## src/rtl/microwave_pkg.sv

```systemverilog
// rtl/microwave_pkg.sv - shared types, limits and BCD helpers for the microwave timer
package microwave_pkg;

    typedef enum logic [1:0] {
        IDLE  = 2'd0,
        ARMED = 2'd1,
        RUN   = 2'd2
    } timer_state_t;

    typedef logic [3:0] bcd_t;

    localparam bcd_t        BCD_MAX      = 4'd9;
    localparam bcd_t        SEC_TENS_MAX = 4'd5;
    localparam logic [15:0] TIME_MAX     = 16'h9959;

    // Increment a two-digit BCD minute field; bit 8 flags overflow past 99.
    function automatic logic [8:0] bcd_min_inc(input logic [7:0] m);
        if (m[3:0] != BCD_MAX)
            return {1'b0, m[7:4], m[3:0] + 4'd1};
        else if (m[7:4] != BCD_MAX)
            return {1'b0, m[7:4] + 4'd1, 4'd0};
        else
            return 9'h100;
    endfunction

    // Add 30 s to an MM:SS BCD time. Seconds tens 6-9 are first folded into
    // the minutes; any minute overflow saturates the result at 99:59.
    function automatic logic [15:0] bcd_add30(input logic [15:0] t);
        logic [7:0] m;
        logic [3:0] s_t;
        logic [8:0] mi;
        logic       ovf;
        m   = t[15:8];
        s_t = t[7:4];
        mi  = 9'h000;
        ovf = 1'b0;
        if (s_t > SEC_TENS_MAX) begin
            s_t = s_t - 4'd6;
            mi  = bcd_min_inc(m);
            m   = mi[7:0];
            ovf = mi[8];
        end
        s_t = s_t + 4'd3;
        if (s_t > SEC_TENS_MAX) begin
            s_t = s_t - 4'd6;
            mi  = bcd_min_inc(m);
            m   = mi[7:0];
            ovf = ovf | mi[8];
        end
        return ovf ? TIME_MAX : {m, s_t, t[3:0]};
    endfunction

endpackage

```

## src/rtl/microwave_timer_prescaler.sv

```systemverilog
// rtl/microwave_timer_prescaler.sv - enable-gated modulo-TICKS_PER_SEC counter with one-second pulse
module microwave_prescaler #(
    parameter int TICKS_PER_SEC = 1000
) (
    input  logic clk,
    input  logic rst,
    input  logic en,
    input  logic clr,
    output logic sec_pulse
);

    localparam int              CW   = (TICKS_PER_SEC > 1) ? $clog2(TICKS_PER_SEC) : 1;
    localparam logic [CW-1:0]   LAST = CW'(TICKS_PER_SEC - 1);

    logic [CW-1:0] cnt;

    assign sec_pulse = en && (cnt == LAST);

    // Count only while enabled, hold otherwise so a paused second resumes where it stopped.
    always_ff @(posedge clk) begin
        if (rst || clr)
            cnt <= '0;
        else if (en)
            cnt <= (cnt == LAST) ? '0 : cnt + 1'b1;
    end

endmodule

```

## src/rtl/microwave_timer.sv

```systemverilog
// rtl/microwave_timer.sv - MM:SS BCD countdown timer; +30 s key enabled by MICROWAVE_ADD30_EN
module microwave_timer
    import microwave_pkg::*;
#(
    parameter int TICKS_PER_SEC = 1000
) (
    input  logic       clk,
    input  logic       rst,
    input  logic       clearn,
    input  logic       mag_on,
    input  logic       digit_valid,
    input  logic [3:0] digit,
    input  logic       add30,
    output logic [3:0] min_tens,
    output logic [3:0] min_ones,
    output logic [3:0] sec_tens,
    output logic [3:0] sec_ones,
    output logic       timer_done,
    output logic       running
);

    localparam logic [1:0] ST_IDLE  = IDLE;
    localparam logic [1:0] ST_ARMED = ARMED;
    localparam logic [1:0] ST_RUN   = RUN;

    logic [1:0]  state, state_n;
    bcd_t        mt_n, mo_n, st_n, so_n;
    logic        sec_pulse;
    logic        count_zero_n;

`ifdef MICROWAVE_ADD30_EN
    logic [15:0] add30_sum;
    assign add30_sum = bcd_add30({min_tens, min_ones, sec_tens, sec_ones});
`else
    logic add30_unused;
    assign add30_unused = add30;
`endif

    microwave_prescaler #(
        .TICKS_PER_SEC (TICKS_PER_SEC)
    ) u_prescaler (
        .clk       (clk),
        .rst       (rst),
        .en        (state == ST_RUN),
        .clr       (!clearn),
        .sec_pulse (sec_pulse)
    );

    // Next count and state: clear beats decrement, which beats +30 s, which beats keypad entry.
    always_comb begin
        mt_n    = min_tens;
        mo_n    = min_ones;
        st_n    = sec_tens;
        so_n    = sec_ones;
        state_n = state;
        if (!clearn) begin
            mt_n    = 4'd0;
            mo_n    = 4'd0;
            st_n    = 4'd0;
            so_n    = 4'd0;
        end else if (sec_pulse) begin
            if (sec_ones != 4'd0) begin
                so_n = sec_ones - 4'd1;
            end else if (sec_tens != 4'd0) begin
                so_n = BCD_MAX;
                st_n = sec_tens - 4'd1;
            end else if ((min_tens != 4'd0) || (min_ones != 4'd0)) begin
                so_n = BCD_MAX;
                st_n = SEC_TENS_MAX;
                if (min_ones != 4'd0) begin
                    mo_n = min_ones - 4'd1;
                end else begin
                    mo_n = BCD_MAX;
                    mt_n = min_tens - 4'd1;
                end
            end
        end
`ifdef MICROWAVE_ADD30_EN
        else if (add30) begin
            {mt_n, mo_n, st_n, so_n} = add30_sum;
        end
`endif
        else if ((state != ST_RUN) && digit_valid && (digit <= BCD_MAX)) begin
            mt_n = min_ones;
            mo_n = sec_tens;
            st_n = sec_ones;
            so_n = digit;
        end

        count_zero_n = ({mt_n, mo_n, st_n, so_n} == 16'h0000);

        if (!clearn) begin
            state_n = ST_IDLE;
        end else begin
            case (state)
                ST_IDLE:  if (!count_zero_n) state_n = ST_ARMED;
                ST_ARMED: begin
                    if (count_zero_n)  state_n = ST_IDLE;
                    else if (mag_on)   state_n = ST_RUN;
                end
                ST_RUN: begin
                    if (count_zero_n)  state_n = ST_IDLE;
                    else if (!mag_on)  state_n = ST_ARMED;
                end
                default:               state_n = ST_IDLE;
            endcase
        end
    end

    // Register count, state and the status flags derived from the next state.
    always_ff @(posedge clk) begin
        if (rst) begin
            min_tens   <= 4'd0;
            min_ones   <= 4'd0;
            sec_tens   <= 4'd0;
            sec_ones   <= 4'd0;
            state      <= ST_IDLE;
            timer_done <= 1'b1;
            running    <= 1'b0;
        end else begin
            min_tens   <= mt_n;
            min_ones   <= mo_n;
            sec_tens   <= st_n;
            sec_ones   <= so_n;
            state      <= state_n;
            timer_done <= count_zero_n;
            running    <= (state_n == ST_RUN);
        end
    end

endmodule

```

## config.mk

```make
export PLATFORM = sky130hd
export DESIGN_NAME = microwave_timer
export DESIGN_NICKNAME = d
export VERILOG_FILES = /design/src/rtl/microwave_pkg.sv /design/src/rtl/microwave_timer_prescaler.sv /design/src/rtl/microwave_timer.sv
export SDC_FILE = /design/constraint.sdc
export NUM_CORES = 1
export LEC_CHECK = 0
export BUFFER_PORTS_ARGS = -buffer_cell sky130_fd_sc_hd__buf_2
export CELL_PAD_IN_SITES_DETAIL_PLACEMENT = 1
export CELL_PAD_IN_SITES_GLOBAL_PLACEMENT = 1
export CORE_ASPECT_RATIO = 1.75
export CORE_MARGIN = 2
export CORE_UTILIZATION = 38
export DETAILED_ROUTE_END_ITERATION = 16
export PLACE_DENSITY = 0.81
export SETUP_SLACK_MARGIN = 0.2
export SYNTH_ARGS = -nofsm -noshare
export SYNTH_HDL_FRONTEND = slang
export SYNTH_HIERARCHICAL = 1
export SYNTH_SLANG_ARGS = --single-unit
```

## constraint.sdc

```tcl
create_clock -name clk -period 2.95 [get_ports clk]
set_clock_uncertainty 0.2 [all_clocks]
set_input_delay 0.59 -clock clk [delete_from_list [all_inputs] [get_ports clk]]
set_output_delay 0.59 -clock clk [all_outputs]
set_load 0.02 [all_outputs]
```

* Yosys cells after proc, flatten, opt, wreduce, memory -nomap -nowiden *
Cells that the tools add are included.

word-level totals
  bits in registers = 30
  output and inout port bits = 18

cells by class
  $add $sub $neg = 5
  $lt $le $gt $ge = 1
  eq/ne operators = 5
  multiplexer cells = 34
  reductions and logical operators = 12

operators by type and width
  operator                 count
  $mux W4                  26
  $logic_not A16 Y1        1
  $reduce_bool A4 Y1       4
  $sub A4 B1 Y4 const B    4
  $mux W2                  6
  $add A10 B1 Y10 const B  1
  $eq A10 B10 Y1 const B   1
  $mux W10                 1
  $pmux W2 S3              1
  $eq A2 B2 Y1 const B     2
  $le A4 B4 Y1 const B     1
  $logic_and A1 B1 Y1      3
  $eq A2 B1 Y1 const B     1
  $logic_not A2 Y1         1
  $logic_or A1 B1 Y1       2
  $ne A2 B2 Y1 const B     1
  $logic_not A1 Y1         1

* Depth between registers and ports, before layout *
Gate-level depths: netlist (run 1).

  depth in word-level cells = 12
  depth in mapped cells = 14
  gate-level depth less buffers = 12

* Cells and area by module *
Netlist (run 1), hierarchy kept.

by module, submodules not included
  module               times used  cells each  area an instance (µm²)  seq. area each (µm²)
  microwave_timer      1           195         1544.0                  400.4
  microwave_prescaler  1           54          475.5                   200.2

* Least setup slack after synthesis (run 1) *
No wires, ideal clock.

  kind = flip-flop to flip-flop
  start = register state[0]
  end = register running
  library setup time = 131 ps
  arrival time = 2651 ps
  required time = 2619 ps
  path slack = -31 ps
  cell stages (with the launch flop) = 15
  path buffers = 3
  period minus slack after synthesis = 2981 ps
  cell sequence = dfxtp_1 > nand2b_1 > buf_6 > inv_2 > and2_2 > nand4_1 > nor2_1 > clkbuf_1 > clkbuf_1 > nand3_1 > a21boi_0 > a211oi_1 > nand4_1 > nor4_2 > nor3_1

between the ends
  elaborated cells on any way between the ends = 28
  classes of those cells = 4 x eq/ne; 19 x mux; 5 x reduce/logical

RTL lines
  element                     RTL line                                                              source
  start, declared             microwave_timer.sv:26                                                 logic [1:0] state, state_n;
  start signal, assigned      microwave_timer.sv:125                                                state <= state_n;
  $eq A2 B2 Y1 (*)            microwave_timer.sv:44                                                 .en (state == ST_RUN),
  $logic_and A1 B1 Y1 (*)     microwave_timer_prescaler.sv:17                                       assign sec_pulse = en && (cnt == LAST);
  named net sec_pulse         microwave_timer.sv:28                                                 logic sec_pulse;
  $mux W4                     microwave_timer.sv:61                                                 end else if (sec_pulse) begin
  $mux W4                     microwave_timer.sv:56                                                 if (!clearn) begin
  $logic_not A16 Y1 (*)       microwave_timer.sv:90                                                 count_zero_n = ({mt_n, mo_n, st_n, so_n} == 16'h0000);
  $mux W2 (on tied branches)  microwave_timer.sv:102, microwave_timer.sv:96, microwave_timer.sv:98
  $pmux W2 S3 (*)             microwave_timer.sv:95                                                 case (state)
  $mux W2 (*)                 microwave_timer.sv:92                                                 if (!clearn) begin
  $eq A2 B2 Y1 (*)            microwave_timer.sv:127                                                running <= (state_n == ST_RUN);
  end signal, assigned        microwave_timer.sv:127
  end, declared               microwave_timer.sv:19                                                 output logic running

The timed path passes the listed nets; every way through them passes the cells marked *.
A chain may end at the register's enable or synchronous reset.

* Worst setup path after layout (run 1) *
  start = register state[0]
  end = register state[0]

between the ends
  elaborated cells on any way between the ends = 27
  classes of those cells = 3 x eq/ne; 19 x mux; 5 x reduce/logical

RTL lines
  element                     RTL line
  $eq A2 B2 Y1 (*)            microwave_timer.sv:44
  $logic_and A1 B1 Y1 (*)     microwave_timer_prescaler.sv:17
  named net sec_pulse         microwave_timer.sv:28
  $mux W4                     microwave_timer.sv:61
  $mux W4                     microwave_timer.sv:56
  $logic_not A16 Y1 (*)       microwave_timer.sv:90
  $mux W2 (on tied branches)  microwave_timer.sv:102, microwave_timer.sv:96, microwave_timer.sv:98
  $pmux W2 S3 (*)             microwave_timer.sv:95
  $mux W2 (*)                 microwave_timer.sv:92

Marked as above.

==> results.tsv, run 1 <==
stage	metric	value	unit
outcome	status	completed	
worst_setup_path	reg2reg_depth	13	
timing	tns	0	ps
logic_synthesis	yosysWarnings	6	
routing	route.detailed.drc	0	
timing	rsz0062_at_grt	yes	
power	report.power.total	0.000885	W
logic_synthesis	syn-mean-instance-area	8.11	µm²
power	power_density	345	mW/mm²
worst_setup_path	crit_buf_inv	2	
placed_design	place_congestion	0.883	
cts	path_clk_slew	70	ps
placed_design	dp_cells	339	
routing	wl_per_cell	19.3	µm
logic_synthesis	synthArstFlopShare	0	%
worst_setup_path	required	2920	ps
timing	worstMarginPinSlew	457	ps
cts	root_buffer	clkbuf_8	
worst_setup_path	rr_endpoint	state[0]$_SDFF_PP0_	
global_route	grt_pass1_wl	10800	µm
timing	timing.final.crit_share	94.2	%
cells_and_area	multi_input_area	0.00139	mm²
cells_and_area	fillers	666	
cells_and_area	diodes	0	
power	worst_ir_drop_vdd	0.197	mV
logic_synthesis	synth_area	0.00202	mm²
power	power.leakage	1.05	nW
logic_synthesis	synthTopCellsByArea	dfxtp_1 30%, nor2_1 5.9%, mux2i_1 3.5%	
logic_synthesis	synth_area_leader_cell	dfxtp_1	
logic_synthesis	synth-seq-cells	30	
timing	maxSlewHeadroom	69.1	%
logic_synthesis	synth-edff-count	0	
timing	worst_hold_slack	332	ps
logic_synthesis	ys_seq_area_share	29.7	%
floorplanning	die_w	59.1	µm
worst_setup_path	path_max_fanout	4	
routing	ant_nets	0	
cells_and_area	fin_util	49.2	%
routing	wirelength	6860	µm
logic_synthesis	synth.distinct_cells	67	
logic_synthesis	syn_inst	249	
logic_synthesis	post-synth-top-count-cell	nor2_1	
worst_setup_path	reg2reg_setup_slack	170	ps
cts	cts_buffer_depth	2	
worst_setup_path	critPathSlowestCell	a311o_1	
cells_and_area	drive_gt1_share	31.6	%
floorplanning	core-area	0.00521	mm²
routing	drt-pass1-iter-count	4	
timing	setup_viol	0	
routing	dr.first_iter.drc_count	97	
min_path	hp-class	flip-flop to flip-flop	
cells_and_area	seqCellArea	604	µm²
logic_synthesis	synth_common_cells	32 x nor2_1, 30 x dfxtp_1, 14 x inv_1	
floorplanning	die_h	100	µm
cts	ctsHoldBuffers	0	
cells_and_area	nNetsFinal	315	
timing	period_needed	2780	ps
global_route	antenna_found_initial	0	
worst_setup_path	arrival	2740	ps
worst_setup_path	critical_path.top_delay_family	simple AND/OR/NAND/NOR gates	
cts	htree_levels	2	
routing	vias_per_cell	6.08	
flow_run	max_cap_viol_count	0	
timing	slew_viol_final	0	
timing	finalHoldViolCount	0	
floorplanning	start_util	38.8	%
min_path	min_from	u_prescaler/cnt[9]$_SDFFE_PP0P_	
cts	cts_buffers	5	
floorplanning	num_io_pins	28	
logic_synthesis	syn_nets	264	
cells_and_area	layout.cells.non_filler	356	
min_path	hold_end	u_prescaler/cnt[9]$_SDFFE_PP0P_	
routing	num_vias	2165	
cells_and_area	area_delta_synth_final	27.1	%
min_path	worstHoldPathCells	2	
worst_setup_path	rr_startpoint	state[0]$_SDFF_PP0_	
floorplanning	rows	35	
cts	worstSkewPairLatency	290	ps
placed_design	port_buffers	26	
worst_setup_path	critPathLaunchType	flip-flop	
logic_synthesis	synth_top_area_share	29.7	%
logic_synthesis	synth_flop_cell	dfxtp_1	
worst_setup_path	crit_type	flip-flop to flip-flop	
cts	clock_sinks	30	
cts	cts_tree	done	
global_route	grt_max_degree	14	
placed_design	hpwl	5270	µm
floorplanning	dieArea	0.00594	mm²
worst_setup_path	cp_cell_sequence	nand2b_4 > inv_4 > and2_4 > nand4_1 > nor2_4 > nand2b_4 > or3_4 > a311o_1 > a211oi_2 > nand4_1 > nor4_2 > buf_4 > nor3_1	
global_route	gr-usage-all-layers	24.2	%
worst_setup_path	max_stage_delay	350	ps
worst_setup_path	critPathCaptureType	flip-flop	
global_route	grt_pass1_vias	2255	
global_route	overflow	0	
timing	max_freq	0.360	GHz
[per-layer routing]
metal / up-vias / wire length, µm / global-route usage (%)
li1: 1034 / - / -
met1: 1052 / 2470 / 23.0
met2: 52 / 3760 / 44.6
met3: 27 / 190 / 4.25
met4: 0 / 437 / 16.3
met5: - / 0 / 0
[worst max-delay path by stage]
stage | cells past startpoint | from | slack [ps] | end
after CTS | 13 | state[0]$_SDFF_PP0_ | 180 | state[0]$_SDFF_PP0_
after global routing | 13 | state[0]$_SDFF_PP0_ | 7 | state[1]$_SDFF_PP0_
after global placement | 12 | state[1]$_SDFF_PP0_ | 120 | state[0]$_SDFF_PP0_
after detailed placement | 12 | state[1]$_SDFF_PP0_ | 60 | running$_SDFF_PP0_
after floorplan | 13 | state[0]$_SDFF_PP0_ | 240 | state[0]$_SDFF_PP0_
final | 13 | state[0]$_SDFF_PP0_ | 170 | state[0]$_SDFF_PP0_
[through the flow]
stage	area [µm²]	setup WS, ps
3_3_place_gp	2330	123
6_report	2570	172
2_1_floorplan	2050	241
4_1_cts	2500	185
3_5_place_dp	2330	62.4
5_1_grt	2570	7.04
[flip-flops by register name, summed over array words and instances (netlist names)]
register,flops
min_ones,4
min_tens,4
running,1
sec_ones,4
sec_tens,4
state,2
timer_done,1
u_prescaler/cnt,10
[worst register-to-register path: stages, from the launching register on]
cell,delay (ps)
dfxtp_2,340
nand2b_4,140
inv_4,30
and2_4,130
nand4_1,170
nor2_4,80
nand2b_4,160
or3_4,340
a311o_1,350
a211oi_2,200
nand4_1,140
nor4_2,160
buf_4,160
nor3_1,50
[what timing repair did]
item	4_1_cts	5_1_grt
setup endpoints to repair	4	4
pin swaps	1	6
hold endpoints to repair	0	0
gates cloned	0	0
gates resized for setup	10	9
buffers inserted	5	4
[power breakdown]
group / internal [W] / total, W / switching [W] / leakage [nW]
clock: 0.000188 / 0.000353 / 0.000165 / 0.0482
combinational: 0.0000473 / 0.000119 / 0.0000720 / 0.753
sequential: 0.000409 / 0.000413 / 0.00000372 / 0.244
total: 0.000645 / 0.000885 / 0.000240 / 1.05
[cells by family (layout without fill, tap and decap cells)]
kind of cell	count (synthesis)	after routing	share of synthesized area [%]
AOI/OAI and AO/OA	58	58	22.1
xor gates and xnor gates	7	7	3.04
adders and majority gates	6	6	3.59
buffers and inverters	26	78	5.51
DFF	30	30	29.7
muxes	8	8	4.03
and+or+nand+nor	114	114	32.0
[area by class of cell]
type | instances | area share [%]
inverter | 16 | 2.49
tap | 55 | 2.68
clock buffer | 7 | 3.36
clock inverter | 1 | 0.195
timing repair buffer | 54 | 13.4
multi-input combinational | 193 | 54.3
sequential | 30 | 23.5
[layout by cell type, fill, tap and decap left out, drive strengths merged, types with 2 or more instances in the layout]
cell type / count
buf: 54
nor2: 32
dfxtp: 30
inv: 15
nand3: 13
nand2: 13
nand4: 10
nor3: 9
o21ai: 8
mux2i: 7
a21oi: 7
clkbuf: 7
a31oi: 6
ha: 5
xor2: 5
nor4: 5
o21a: 4
or3b: 4
nand2b: 4
nor3b: 4
a211oi: 4
o211ai: 3
nor2b: 3
o21ba: 3
and4: 3
or3: 3
o21bai: 2
nand4b: 2
and3: 2
clkinv: 2
o221ai: 2
a41o: 2
xnor2: 2
a311o: 2
o41ai: 2
o31ai: 2
or2: 2
No activity file was read; power rests on OpenSTA's default activity.
==> inputs of run 2 (changes only) <==
--- a/config.mk
+++ b/config.mk
@@ -10,9 +10,9 @@
 export CELL_PAD_IN_SITES_GLOBAL_PLACEMENT = 1
 export CORE_ASPECT_RATIO = 1.75
 export CORE_MARGIN = 2
-export CORE_UTILIZATION = 38
+export CORE_UTILIZATION = 46
 export DETAILED_ROUTE_END_ITERATION = 16
-export PLACE_DENSITY = 0.81
+export PLACE_DENSITY = 0.91
 export SETUP_SLACK_MARGIN = 0.2
 export SYNTH_ARGS = -nofsm -noshare
 export SYNTH_HDL_FRONTEND = slang
==> constraint.sdc (replaced) <==
create_clock -name clk -period 3.55 [get_ports clk]
set_clock_uncertainty 0.2 [all_clocks]
set_input_delay 0.71 -clock clk [delete_from_list [all_inputs] [get_ports clk]]
set_output_delay 0.71 -clock clk [all_outputs]
set_load 0.02 [all_outputs]
==> results.tsv, run 2 (synthesized netlist as in run 1, its figures left out) <==
stage	metric	value	unit
outcome	status	completed	
worst_setup_path	crit_type	flip-flop to flip-flop	
global_route	grt_pass1_wl	10900	µm
floorplanning	die_w	54.1	µm
power	power.leakage	0.924	nW
floorplanning	die_h	91.7	µm
routing	ant_nets	0	
cts	cts_tree	done	
worst_setup_path	crit_start	state[0]$_SDFF_PP0_	
placed_design	hpwl	5010	µm
cts	cts_buffers	5	
worst_setup_path	critical_path.top_delay_family	simple AND/OR/NAND/NOR gates	
global_route	grt_max_degree	21	
worst_setup_path	path_common_cell	nand4_1	
worst_setup_path	max_stage_delay	350	ps
routing	num_vias	2135	
routing	dr.first_iter.drc_count	47	
cells_and_area	nNetsFinal	295	
worst_setup_path	critPathCaptureType	flip-flop	
cells_and_area	diodes	0	
floorplanning	core-area	0.00419	mm²
worst_setup_path	cp_cell_sequence	nand2b_1 > inv_2 > and2_2 > nand4_1 > nor2_2 > buf_6 > clkinvlp_4 > a41o_1 > o221ai_1 > nand4_1 > nor4_4 > nor3_1	
worst_setup_path	arrival	3070	ps
global_route	antenna_found_initial	0	
cts	path_clk_slew	70	ps
flow_run	max_cap_viol_count	0	
global_route	gr-usage-all-layers	29.8	%
cts	htree_levels	2	
min_path	min_from	u_prescaler/cnt[9]$_SDFFE_PP0P_	
global_route	overflow	0	
cells_and_area	area_delta_synth_final	15.4	%
timing	worst_hold_slack	329	ps
cells_and_area	top_register	u_prescaler/cnt	
placed_design	port_buffers	26	
cells_and_area	largest_register_ffs	10	
cells_and_area	drive_gt1_share	21.4	%
worst_setup_path	required	3510	ps
timing	maxSlewHeadroom	61.2	%
timing	worstMarginPinSlew	575	ps
worst_setup_path	critPathLaunchType	flip-flop	
cells_and_area	fin_util	55.6	%
cts	worstSkewPairLatency	290	ps
timing	rsz0062_at_grt	no	
floorplanning	dieArea	0.00496	mm²
floorplanning	num_io_pins	28	
timing	period_needed	3110	ps
floorplanning	rows	31	
cells_and_area	final_common_cell	nor2_1	
worst_setup_path	critPathSlowestCell	nor4_4	
power	worst_ir_drop_vdd	0.267	mV
timing	timing.final.crit_share	87.6	%
worst_setup_path	rr_startpoint	state[0]$_SDFF_PP0_	
timing	tns	0	ps
cells_and_area	layout_common_cells	31 x nor2_1, 30 x dfxtp_1, 26 x buf_2	
cells_and_area	fillers	544	
routing	vias_per_cell	6.47	
min_path	hp-class	flip-flop to flip-flop	
cts	cts_buffer_depth	2	
routing	route.detailed.drc	0	
cts	root_buffer	clkbuf_8	
worst_setup_path	path_max_fanout	20	
cts	clock_sinks	30	
timing	finalHoldViolCount	0	
routing	drt-pass1-iter-count	4	
placed_design	place_congestion	0.854	
routing	wirelength	6700	µm
worst_setup_path	crit_buf_inv	3	
floorplanning	start_util	48.2	%
timing	setup_viol	0	
timing	slew_viol_final	0	
routing	wl_per_cell	20.3	µm
global_route	grt_pass1_vias	2269	
power	power_density	309	mW/mm²
timing	max_freq	0.322	GHz
-- run 2: worst paths after layout --
check | endpoint | slack [ps] | cells after the start
hold / removal | u_prescaler/cnt[9]$_SDFFE_PP0P_ | 330 | 2
setup reg to reg | state[1]$_SDFF_PP0_ | 440 | 12
hold reg to reg | u_prescaler/cnt[9]$_SDFFE_PP0P_ | 330 | 2
setup / recovery | state[1]$_SDFF_PP0_ | 440 | 12
-- run 2: per-layer routing --
metal	vias to the layer above	global-route usage [%]	wire length, µm
met5	-	0	0
met4	0	19.6	357
met3	30	5.86	251
met2	61	52.7	3660
met1	1053	29.1	2430
li1	991	-	-
-- run 2: what timing repair did --
item | CTS | global route
pin swaps | 0 | 1
setup endpoints to repair | 4 | 4
gates cloned | 0 | 0
setup buffers | 0 | 3
hold buffers | 0 | 0
resized for setup | 1 | 3
-- run 2: power breakdown --
group	internal (W)	switching [W]
Sequential	0.000340	0.00000370
Combinational	0.0000295	0.0000545
Clock	0.000156	0.000135
-- run 2: tightest hold or removal path, cell delays in order, from the launching register on --
cell and delay [ps]:
dfxtp_1 350, nand2_1 70, a31oi_1 70
-- run 2: final cells by class --
cell class	count	area [µm²]	share of cell area (%)
multi-input cells	193	1320	56.6
flip-flops and latches	30	601	25.8
repair buffers	34	194	8.32
clock buffers	7	86.3	3.71
inverters	16	63.8	2.74
well taps	49	61.3	2.63
clock inverters	1	5.00	0.215
-- run 2: stage by stage --
step,instance area [µm²],setup slack [ps],cells,power (W)
2_1_floorplan,2020,569,249,0.000403
3_3_place_gp,2200,279,319,0.000429
5_1_grt,2330,169,330,0.000742
4_1_cts,2300,213,327,0.000720
6_report,2330,440,330,0.000719
3_5_place_dp,2200,180,319,0.000431
